[src/rtl/udl_cmd_gen.sv]
`timescale 1ns/1ps
// udl_cmd_gen: debounced push-button front end driving up/dw/ld/D of the 16-bit udl counter.
// Auto-repeat of up/dw is built only when UDL_CMD_AUTO_REPEAT_EN is defined.
module udl_cmd_gen #(
    parameter int unsigned DB_CYCLES  = 16,
    parameter int unsigned REP_DELAY  = 64,
    parameter int unsigned REP_PERIOD = 16
) (
    input  logic        clk,
    input  logic        rst_n,
    input  logic        btn_up,
    input  logic        btn_dw,
    input  logic        btn_ld,
    input  logic [15:0] sw,
    input  logic        utc,
    input  logic        dtc,
    output logic        up,
    output logic        dw,
    output logic        ld,
    output logic [15:0] D
);
    localparam int unsigned DB_W = $clog2(DB_CYCLES);
    localparam int B_UP = 0;
    localparam int B_DW = 1;
    localparam int B_LD = 2;

    typedef enum logic [1:0] {IDLE, FIRST, DELAY, REPEAT} state_t;

    if (DB_CYCLES < 2 || REP_PERIOD < 2 || REP_DELAY < 1) begin : g_param_check
        $error("udl_cmd_gen: illegal parameter set");
    end

    logic [2:0]            btn, sync1, s, db, db_d, press, fall;
    logic [2:0][DB_W-1:0]  db_cnt;

    assign btn   = {btn_ld, btn_dw, btn_up};
    assign press = db & ~db_d;
    assign fall  = db_d & ~db;

    // NOTE: every register, counters included, sits in the async reset so a reset mid-press leaves no stale state.
    always_ff @(posedge clk or negedge rst_n) begin
        if (!rst_n) begin
            sync1  <= '0;
            s      <= '0;
            db     <= '0;
            db_d   <= '0;
            db_cnt <= '0;
        end else begin
            // NOTE: non-blocking assignments keep each stage reading last cycle's value, which is what makes this a shift chain.
            sync1 <= btn;
            s     <= sync1;
            db_d  <= db;
            for (int i = 0; i < 3; i++) begin
                if (s[i] == db[i]) begin
                    db_cnt[i] <= '0;
                end else if (db_cnt[i] == DB_W'(DB_CYCLES - 1)) begin
                    db[i]     <= s[i];
                    db_cnt[i] <= '0;
                end else begin
                    db_cnt[i] <= db_cnt[i] + DB_W'(1);
                end
            end
        end
    end

    state_t state, state_n;
    logic   dir, dir_n;      // 0: up, 1: dw
    logic   pulse, abort, ld_pend;

`ifdef UDL_CMD_AUTO_REPEAT_EN
    localparam int unsigned REP_MAX = (REP_DELAY > REP_PERIOD) ? REP_DELAY : REP_PERIOD;
    localparam int unsigned REP_W   = $clog2(REP_MAX);
    logic [REP_W-1:0] rep_cnt, rep_cnt_n;
`endif

    // A release, an opposing press or a load press kills the sequence in the very cycle it is seen.
    assign abort = (state != IDLE) &&
                   ((dir ? fall[B_DW] : fall[B_UP]) || (dir ? press[B_UP] : press[B_DW]) || press[B_LD]);

    always_comb begin
        // NOTE: defaults first so no path through the case leaves a signal unassigned and infers a latch.
        state_n = state;
        dir_n   = dir;
        pulse   = 1'b0;
`ifdef UDL_CMD_AUTO_REPEAT_EN
        rep_cnt_n = rep_cnt;
`endif
        case (state)
            IDLE: begin
                if (!press[B_LD]) begin
                    if (press[B_UP] && !db[B_DW]) begin
                        dir_n   = 1'b0;
                        state_n = FIRST;
                    end else if (press[B_DW] && !db[B_UP]) begin
                        dir_n   = 1'b1;
                        state_n = FIRST;
                    end
                end
            end
            FIRST: begin
                pulse = 1'b1;
`ifdef UDL_CMD_AUTO_REPEAT_EN
                state_n   = DELAY;
                rep_cnt_n = REP_W'(REP_DELAY - 1);
`else
                state_n = IDLE;
`endif
            end
`ifdef UDL_CMD_AUTO_REPEAT_EN
            DELAY: begin
                if (rep_cnt == '0) begin
                    pulse     = 1'b1;
                    state_n   = REPEAT;
                    rep_cnt_n = REP_W'(REP_PERIOD - 1);
                end else begin
                    rep_cnt_n = rep_cnt - REP_W'(1);
                end
            end
            REPEAT: begin
                if (rep_cnt == '0) begin
                    pulse     = 1'b1;
                    rep_cnt_n = REP_W'(REP_PERIOD - 1);
                end else begin
                    rep_cnt_n = rep_cnt - REP_W'(1);
                end
            end
`endif
            default: state_n = IDLE;
        endcase
        if (abort) begin
            state_n = IDLE;
            pulse   = 1'b0;
        end
    end

    always_ff @(posedge clk or negedge rst_n) begin
        if (!rst_n) begin
            state   <= IDLE;
            dir     <= 1'b0;
            ld_pend <= 1'b0;
            up      <= 1'b0;
            dw      <= 1'b0;
            ld      <= 1'b0;
            D       <= '0;
`ifdef UDL_CMD_AUTO_REPEAT_EN
            rep_cnt <= '0;
`endif
        end else begin
            state   <= state_n;
            dir     <= dir_n;
            ld_pend <= press[B_LD];
            ld      <= ld_pend;
            if (press[B_LD]) begin
                D <= sw;
            end
            // Saturation masks only the output; the schedule keeps running.
            up <= pulse && !dir && !utc && !ld_pend;
            dw <= pulse &&  dir && !dtc && !ld_pend;
`ifdef UDL_CMD_AUTO_REPEAT_EN
            rep_cnt <= rep_cnt_n;
`endif
        end
    end
endmodule

[config.mk]
export PLATFORM = sky130hd
export DESIGN_NAME = udl_cmd_gen
export DESIGN_NICKNAME = d
export VERILOG_FILES = /design/src/rtl/udl_cmd_gen.sv
export SDC_FILE = /design/constraint.sdc
export NUM_CORES = 1
export LEC_CHECK = 0
export ABC_AREA = 1
export BUFFER_PORTS_ARGS = -buffer_cell sky130_fd_sc_hd__buf_4
export CORE_MARGIN = 1.5
export CORE_UTILIZATION = 52
export DETAILED_ROUTE_END_ITERATION = 6
export MAX_ROUTING_LAYER = met4
export PLACE_DENSITY = 0.81
export SETUP_SLACK_MARGIN = 0.1
export SYNTH_ARGS = -nofsm -noshare
export SYNTH_HDL_FRONTEND = slang
export SYNTH_SLANG_ARGS = --single-unit
[constraint.sdc]
create_clock -name clk -period 1.6 [get_ports clk]
set_clock_uncertainty 0.15 [all_clocks]
set_input_delay 0.08 -clock clk [delete_from_list [all_inputs] [get_ports clk]]
set_output_delay 0.08 -clock clk [all_outputs]
set_load 0.02 [all_outputs]
==> results of run 1 <==
## layout by cell type, fill, tap and decap left out, drive strengths merged
cell         instances
nor2                24
buf                 42
dfrtp               46
clkbuf               7
inv                 14
nor3                 1
xor2                 3
nand2               60
xnor2                5
nand2b               3
nand3                8
ha                   3
dlygate4sd3         22
a21oi                5
## metrics by stage
stage	hold slack, ns	setup slack, ns
floorplan	-0.366	0.489
global placement	-0.0408	0.376
detailed placement	-0.0388	0.356
CTS	0.107	0.340
global route	0.165	0.236
finish	0.107	0.321
## kinds of logic (layout without fill, tap and decap cells)
group / count (synthesis) / after routing / synth area share
adder cells (fa/ha/maj): 3 / 3 / 0.0213
AO/OA/AOI/OAI: 5 / 5 / 0.0142
AND/OR/NAND/NOR: 96 / 96 / 0.221
flip-flops: 46 / 46 / 0.652
buffers and inverters: 17 / 85 / 0.0518
XOR/XNOR: 8 / 8 / 0.0397
## report_power, final
part / switching, W / internal [W]
clock network: 0.000329 / 0.000166
registers: 0.0000298 / 0.00121
logic: 0.000104 / 0.000122
total: 0.000462 / 0.00150
## sequential cells by signal, indices dropped and copies added, names as in the netlist, 3 cells and up
| name | count |
|---|---|
| sync1 | 3 |
| s | 3 |
| db_cnt | 12 |
| D | 16 |
| db_d | 3 |
| db | 3 |
## worst min-delay path by stage
stage | start | to | slack (ns) | cells after the start
final | rst_n | db_cnt[1] | 0.11 | 2
after floorplan | rst_n | D[0] | -0.37 | 0
after detailed placement | rst_n | db_cnt[4] | -0.04 | 1
after CTS | rst_n | db_cnt[4] | 0.11 | 2
after global routing | rst_n | db_cnt[0] | 0.16 | 2
after global placement | rst_n | db_cnt[4] | -0.04 | 1
## critical path: stages (launching register included)
cell	delay (ns)
dfrtp_1	0.42
inv_2	0.09
nor2_4	0.04
buf_4	0.19
nor2_1	0.13
nand2_1	0.09
nor2_1	0.11
## timing repair
| action | CTS | global route |
|---|---|---|
| hold buffers | 22 | 0 |
| setup buffers | 0 | 0 |
| endpoints found under the setup margin | 0 | 0 |
| endpoints found under the hold margin | 67 | 0 |
## area by class of cell
cell class                 instances  share of cell area
multi-input combinational        112               0.221
inverter                          14              0.0223
tap                               44              0.0233
timing repair buffer              64               0.227
sequential                        46               0.488
clock buffer                       7              0.0191
## routing by layer
metal / vias to the layer above / global-route usage / share of wire
met4: 0 / 0.0932 / 0.013
li1: 667 / - / -
met2: 35 / 0.362 / 0.53
met5: - / - / 0
met1: 609 / 0.243 / 0.42
met3: 4 / 0.0651 / 0.041
==> qor.yml, run 1 <==
setup_path:
  startpoint: "db[2]"
  path_class: "reg -> reg"
  critical_path_arrival_ns: 1.42
  path_max_fanout: 19
  worstPathRequired_ns: 1.74
  r2r_slack_ns: 0.32
  r2r-start: "db[2]"
  r2r_cells: 6
  cp-end-kind: "flip-flop"
  worst_setup_path_endpoint: "up"
  crit_path_start_kind: "flip-flop"
  rr_endpoint: "up"
clock_tree:
  cts.sinks: 46
  cts_max_level: 2
  tritoncts: "built"
  cts_buffers: 5
  clk_pin_slew_ns: 0.12
  clk_latency_ns: 0.35
  cts.repair.resized: 0
  clockBufferDepth: 2
  clock-root-buffer: "clkbuf_4"
finish:
  final_area_um2: 2360
  final_util: 0.755
  finalNetCount: 269
  drive_gt1_frac: 0.210
  regArea_um2: 1150
  area_growth_pct: 33.8
  final_cells: 287
  multi_input_area_um2: 522
  diodes: 0
  fillers: 217
route:
  ant_nets: 0
  viasPerCell: 4.58
  via_count: 1315
  wl_per_cell_um: 11.7
  firstDrtPassIters: 4
  drt_iter0_markers: 68
  drc: 0
  wirelength_um: 3350
logic_synthesis:
  ys_types: 17
  synth_area_leaders: "dfrtp_1 (65%), nand2_1 (13%), nor2_1 (4.9%)"
  synth_fp_nets: 201
  yosys-top-cells-count: "nand2_1 (59), dfrtp_1 (46), nor2_1 (23)"
  synth_seq_cells: 46
  syn_area_um2: 1760
  synth_edf_count: 0
  synth.top_cell.area_share: 0.652
  yosysWarnings: 0
  syn_avg_cell_area_um2: 10.1
  yosysSeqAreaShare: 0.652
  synth_most_common_cell: "nand2_1"
  async_reset_ff_frac: 1.00
  synthFlopType: "dfrtp_1"
  postSynthCellCount: 175
  synth_largest_area_cell: "dfrtp_1"
grt:
  grt_antenna_before_repair: 0
  grt_pass1_wl_um: 5490
  first_global_vias: 1275
  grtUsageTotal: 0.217
  grt_max_degree: 47
  gr-total-overflow: 0
placed_design:
  portBuffers: 41
  gp_congestion: 0.769
  placed_area_um2: 2100
  hpwlAfterDp_um: 2120
  dp.cells: 258
sta:
  slew_headroom: 0.628
  period_minus_slack_ns: 1.28
  fmax_mhz: 782
  period_share: 0.800
  tightestPinTransition_ns: 0.558
  rsz0062_at_grt: "no"
  slew_viol_final: 0
  tns_ns: 0
  finalSetupViolations: 0
  hold_viol: 0
floorplan:
  fp.dieW_um: 61.2
  initial_core_util: 0.564
  rows: 20
  dieArea_um2: 3750
  die_h_um: 61.2
  core-area_um2: 3130
  boundaryPins: 42
min_path:
  hold_class: "in -> async"
power:
  p_leak_nw: 1.15
  power.density_nw_per_um2: 830
  total_power_w: 0.00196
  irDropWorstVdd_v: 0.000561
outcome:
  status: "complete, no violations"
flow_run:
  drv_cap: 0
No activity file was read; power rests on OpenSTA's default activity.
==> run 2: changes to the inputs <==
--- a/config.mk
+++ b/config.mk
@@ -8,10 +8,10 @@
 export ABC_AREA = 1
 export BUFFER_PORTS_ARGS = -buffer_cell sky130_fd_sc_hd__buf_4
 export CORE_MARGIN = 1.5
-export CORE_UTILIZATION = 52
+export CORE_UTILIZATION = 47
 export DETAILED_ROUTE_END_ITERATION = 6
 export MAX_ROUTING_LAYER = met4
-export PLACE_DENSITY = 0.81
+export PLACE_DENSITY = 0.77
 export SETUP_SLACK_MARGIN = 0.1
 export SYNTH_ARGS = -nofsm -noshare
 export SYNTH_HDL_FRONTEND = slang
==> constraint.sdc (replaced) <==
create_clock -name clk -period 1.1 [get_ports clk]
set_clock_uncertainty 0.15 [all_clocks]
set_input_delay 0.055 -clock clk [delete_from_list [all_inputs] [get_ports clk]]
set_output_delay 0.055 -clock clk [all_outputs]
set_load 0.02 [all_outputs]
==> run 2 against run 1 <==
  * Via count is 11% higher
  * First-iteration DRC count is 2.9% lower
  * Critical path type unchanged
  * Sequential power grew 48%
  * The flow now finishes with violations (setup timing)
  * Maximum frequency up 1.4%
  * Count of clock-buffer cells in the layout is 1 lower
  * Cell count is 9.4% higher
==> qor.yml, run 2 (synthesis gave the netlist of run 1 again) <==
finish:
  area_growth_pct: 60.8
  largest_reg_flops: 16
  diodes: 0
  finalNetCount: 292
  reg.largest.list: "D x16, db_cnt x12"
  regMostFlops: "D"
  final_cells: 314
  mostFrequentLayoutCell: "nand2_1"
  drive_gt1_frac: 0.391
  final_cell_mix: "nand2_1 (56), dfrtp_1 (44), buf_4 (43)"
placed_design:
  portBuffers: 41
  pre_cts_slack_ns: -0.191
  dp.cells: 267
  gp_congestion: 0.705
  hpwlAfterDp_um: 2180
setup_path:
  worstPathRequired_ns: 1.14
  critical_path_arrival_ns: 1.30
  path_class: "reg -> reg"
  r2r_slack_ns: -0.16
  crit_path_start_kind: "flip-flop"
  cp-end-kind: "flip-flop"
  path_max_fanout: 10
power:
  power.density_nw_per_um2: 1140
  irDropWorstVdd_v: 0.000928
  p_leak_nw: 1.33
clock_tree:
  clk_latency_ns: 0.29
  clk_pin_slew_ns: 0.08
  tritoncts: "built"
  cts_buffers: 5
  clock-root-buffer: "clkbuf_8"
  cts.sinks: 46
  clockBufferDepth: 2
  cts_max_level: 2
floorplan:
  boundaryPins: 42
  dieArea_um2: 4130
  rows: 22
  fp.dieW_um: 64.3
  core-area_um2: 3630
  die_h_um: 64.3
  initial_core_util: 0.486
grt:
  grtUsageTotal: 0.216
  grt_pass1_wl_um: 6470
  gr-total-overflow: 0
  first_global_vias: 1530
  grt_max_degree: 47
  grt_antenna_before_repair: 0
route:
  via_count: 1463
  wirelength_um: 4150
  drt_iter0_markers: 66
  ant_nets: 0
  viasPerCell: 4.66
  wl_per_cell_um: 13.2
  firstDrtPassIters: 4
  drc: 0
outcome:
  violations: "setup timing"
  status: "finished with violations"
sta:
  period_minus_slack_ns: 1.26
  finalSetupViolations: 28
  slew_headroom: 0.624
  rsz0062_at_grt: "yes"
  hold_viol: 0
  setup_ws_ns: -0.162
  fmax_mhz: 792
  tightestPinTransition_ns: 0.564
  slew_viol_final: 0
  period_share: 1.15
flow_run:
  drv_cap: 0
min_path:
  hold_class: "in -> async"
run 2: cell count changes in the layout (fill, tap and decap cells not counted), moves of 4 or more:
cell and change:
clkbuf_4 -5, xnor2_1 -5, buf_6 +21, xnor2_2 +4
nor2_1 -10, clkbuf_8 +5, nor2_2 +10
run 2: layout make-up:
class	instances	area [um^2]
Clock inverter	1	7.51
Tap cell	48	60.1
Timing Repair Buffer	87	800
Fill cell	238	797
Clock buffer	6	72.6
Inverter	14	57.6
Multi-Input combinational cell	112	686
Sequential cell	46	1150
run 2: final timing paths:
check | from | end | cells past startpoint
worst max-delay path | db[2] | D[13] | 6
worst min-delay path | rst_n | D[9] | 2
worst max register to register | db[2] | D[13] | 6
worst min register to register | sync1[0] | s[0] | 0
max in group asynchronous | rst_n | db_cnt[6] | 2
min in group clk | sync1[0] | s[0] | 0
run 2: power breakdown:
part,total [W],switching [W],internal (W),leakage [nW]
sequential,0.00183,0.0000678,0.00176,0.536
combinational,0.000442,0.000180,0.000262,0.756
clock,0.000954,0.000518,0.000435,0.0373
run 2: metrics by stage:
stage          hold WS, ns  area (um^2)  power (W)   util  TNS [ns]
2_1_floorplan       -0.391         1810    0.00196      -   -0.0466
3_3_place_gp       -0.0601         2180    0.00212  0.601    -0.306
3_5_place_dp       -0.0630         2180    0.00213  0.601    -0.607
4_1_cts              0.160         2720    0.00321  0.750    -0.496
5_1_grt              0.202         2840    0.00337  0.781     -4.70
6_report             0.142         2840    0.00322  0.781     -2.87
run 2: worst max-delay path, cell delays in order (launching register included):
cell      delay (ns)
dfrtp_1         0.40
inv_2           0.07
nor2_4          0.17
clkinv_4        0.11
buf_12          0.15
nand2_1         0.06
nand2_1         0.06
run 2: what timing repair did:
action	CTS	global route
endpoints found under the hold margin	67	0
setup buffers	10	8
pin swaps	6	6
gates resized for setup	37	14
hold buffers	22	0
setup endpoints to repair	54	55
run 2: routing by layer:
layer / share of wire / routed length (um) / global-route usage / up-vias
li1: - / - / - / 715
met1: 0.37 / 1550 / 0.219 / 700
met2: 0.57 / 2370 / 0.385 / 33
met3: 0.028 / 115 / 0.0352 / 15
met4: 0.027 / 114 / 0.136 / 0
met5: 0 / 0 / - / -
==> run 3: changes to the inputs <==
--- a/config.mk
+++ b/config.mk
@@ -5,7 +5,6 @@
 export SDC_FILE = /design/constraint.sdc
 export NUM_CORES = 1
 export LEC_CHECK = 0
-export ABC_AREA = 1
 export BUFFER_PORTS_ARGS = -buffer_cell sky130_fd_sc_hd__buf_4
 export CORE_MARGIN = 1.5
 export CORE_UTILIZATION = 47
@@ -16,3 +15,4 @@
 export SYNTH_ARGS = -nofsm -noshare
 export SYNTH_HDL_FRONTEND = slang
 export SYNTH_SLANG_ARGS = --single-unit
+export TNS_END_PERCENT = 50
==> run 3 against run 2 <==
  * The flow finishes with violations (hold timing, setup timing)
  * Count of clock-buffer cells in the layout up 1
  * Worst setup slack got worse by 0.15 ns
  * Global-route usage rose by 2.1 points
  * Sequential share of layout area shrank 1.7 points
  * Cell area up 4.4%
  * First-iteration DRC count down 18%
==> qor.yml, run 3 <==
outcome:
  status: "finished with violations"
  violations: "hold timing, setup timing"
logic_synthesis:
  yosysWarnings: 0
  syn_avg_cell_area_um2: 15.0
  synth_seq_cells: 46
  synth_area_leaders: "dfrtp_1 (66%), mux2_2 (12%), xnor2_1 (3.0%)"
  ys_types: 26
  synth_largest_area_cell: "dfrtp_1"
  async_reset_ff_frac: 1.00
  synth_most_common_cell: "dfrtp_1"
  synth.top_cell.area_share: 0.661
  yosysSeqAreaShare: 0.661
  synthFlopType: "dfrtp_1"
  synth_fp_nets: 142
  yosys-top-cells-count: "dfrtp_1 (46), mux2_2 (18), xnor2_1 (6)"
  postSynthCellCount: 116
  syn_area_um2: 1740
  synth_edf_count: 0
power:
  irDropWorstVdd_v: 0.000869
  p_comb_frac: 0.122
  internal-power_w: 0.00248
  p_sw_w: 0.000742
  swShare: 0.230
  clockPowerShare: 0.326
  power.density_nw_per_um2: 1090
  p_leak_nw: 1.39
  total_power_w: 0.00323
  seqPwrFrac: 0.552
finish:
  diodes: 0
  finalNetCount: 236
  final_cells: 257
  regMostFlops: "D"
  reg.largest.list: "D x16, db_cnt x12"
  mostFrequentLayoutCell: "dfrtp_1"
  largest_reg_flops: 16
  multi_input_area_um2: 832
  area_growth_pct: 70.0
  fillers: 152
  final_cell_mix: "dfrtp_1 (45), buf_4 (40), buf_6 (25)"
  regArea_um2: 1150
  drive_gt1_frac: 0.573
sta:
  period_minus_slack_ns: 1.41
  tightestPinTransition_ns: 0.567
  hold_viol: 1
  rsz0062_at_grt: "yes"
  slew_headroom: 0.622
  period_share: 1.28
  setup_ws_ns: -0.312
  finalSetupViolations: 33
  slew_viol_final: 0
  hold_ws_ns: -0.0771
  fmax_mhz: 708
clock_tree:
  cts_buffers: 5
  clk_pin_slew_ns: 0.08
  cts_hold_buffers: 21
  cts_max_level: 2
  clock-root-buffer: "clkbuf_8"
  clk_latency_ns: 0.30
  cts.sinks: 46
  tritoncts: "built"
  clockBufferDepth: 2
setup_path:
  path_max_fanout: 3
  path_class: "reg -> reg"
  worstPathRequired_ns: 1.15
  cp-end-kind: "flip-flop"
  r2r_cells: 3
  crit_path_start_kind: "flip-flop"
  critical_path_arrival_ns: 1.46
  startpoint: "db[2]"
  r2r-start: "db[2]"
floorplan:
  initial_core_util: 0.506
  dieArea_um2: 4080
  core-area_um2: 3440
  rows: 21
  fp.dieW_um: 63.9
  die_h_um: 63.9
  boundaryPins: 42
route:
  viasPerCell: 5.18
  firstDrtPassIters: 4
  drc: 0
  drt_iter0_markers: 54
  wirelength_um: 4420
  ant_nets: 0
  via_count: 1330
  wl_per_cell_um: 17.2
min_path:
  min-delay-start: "dtc"
  hold_class: "in -> reg"
  hold-path-cell-count: 3
grt:
  grt_antenna_before_repair: 0
  grt_max_degree: 47
  grtUsageTotal: 0.237
  grt_pass1_wl_um: 6960
  first_global_vias: 1465
  gr-total-overflow: 0
placed_design:
  dp.cells: 214
  hpwlAfterDp_um: 2220
  pre_cts_slack_ns: -0.454
  gp_congestion: 0.679
  portBuffers: 41
flow_run:
  drv_cap: 0
run 3: stage by stage:
stage                     instance area (um^2)  hold WS, ns  utilization  TNS [ns]
final                                     2960      -0.0771        0.860     -6.36
after CTS                                 2870      -0.0882        0.835     -5.84
after global placement                    2200      -0.0789        0.640     -9.00
after detailed placement                  2200      -0.0638        0.640    -10.83
after floorplan                           1750       -0.391            -     -4.94
after global routing                      2960      -0.0672        0.860     -7.41
run 3: power by group through the flow:
stage	clock network, W	logic [W]	registers [W]
floorplan	0	0.0000656	0.00181
global placement	0	0.000216	0.00179
detailed placement	0	0.000229	0.00180
CTS	0.00106	0.000361	0.00177
global route	0.00116	0.000424	0.00178
finish	0.00105	0.000394	0.00178
run 3: logic make-up after synthesis:
family	count (synthesis)	share of synthesized area
AOI/OAI and AO/OA	15	0.0697
xor gates and xnor gates	6	0.0302
adders and majority gates	3	0.0216
buffers and inverters	6	0.0144
DFF	46	0.661
muxes	19	0.123
and+or+nand+nor	21	0.0805
run 3: worst max-delay path, cell delays in order, from the launching register on:
cell,delay [ns]
dfrtp_1,0.41
nor2b_4,0.14
or3b_4,0.40
nor4_2,0.22
run 3: layout make-up:
| type | instances | area share |
|---|---|---|
| clock buffers | 7 | 0.0292 |
| repair buffers | 87 | 0.274 |
| clock inverters | 1 | 0.00169 |
| inverters | 4 | 0.00507 |
| multi-input cells | 66 | 0.281 |
| flip-flops and latches | 46 | 0.389 |
| well taps | 46 | 0.0194 |
run 3: final timing paths:
path | end | slack, ns
hold reg to reg | s[2] | 0.20
setup / recovery | up | -0.31
setup reg to reg | up | -0.31
max in group asynchronous | db_d[2] | 0.25
hold / removal | dw | -0.08
min in group asynchronous | D[7] | 0.14
run 3: what timing repair did:
item                                    4_1_cts  5_1_grt
pin swaps                                    14        6
cloned                                        2        0
endpoints found under the setup margin       55       55
buffers inserted                              9        3
resized for setup                            63       11
hold endpoints to repair                     67        1
run 3: layer usage:
metal,share of wire,up-vias,track usage
met5,0,-,-
met4,0.0086,0,0.0978
met3,0.045,5,0.0493
met2,0.55,46,0.410
met1,0.40,676,0.267
li1,-,603,-
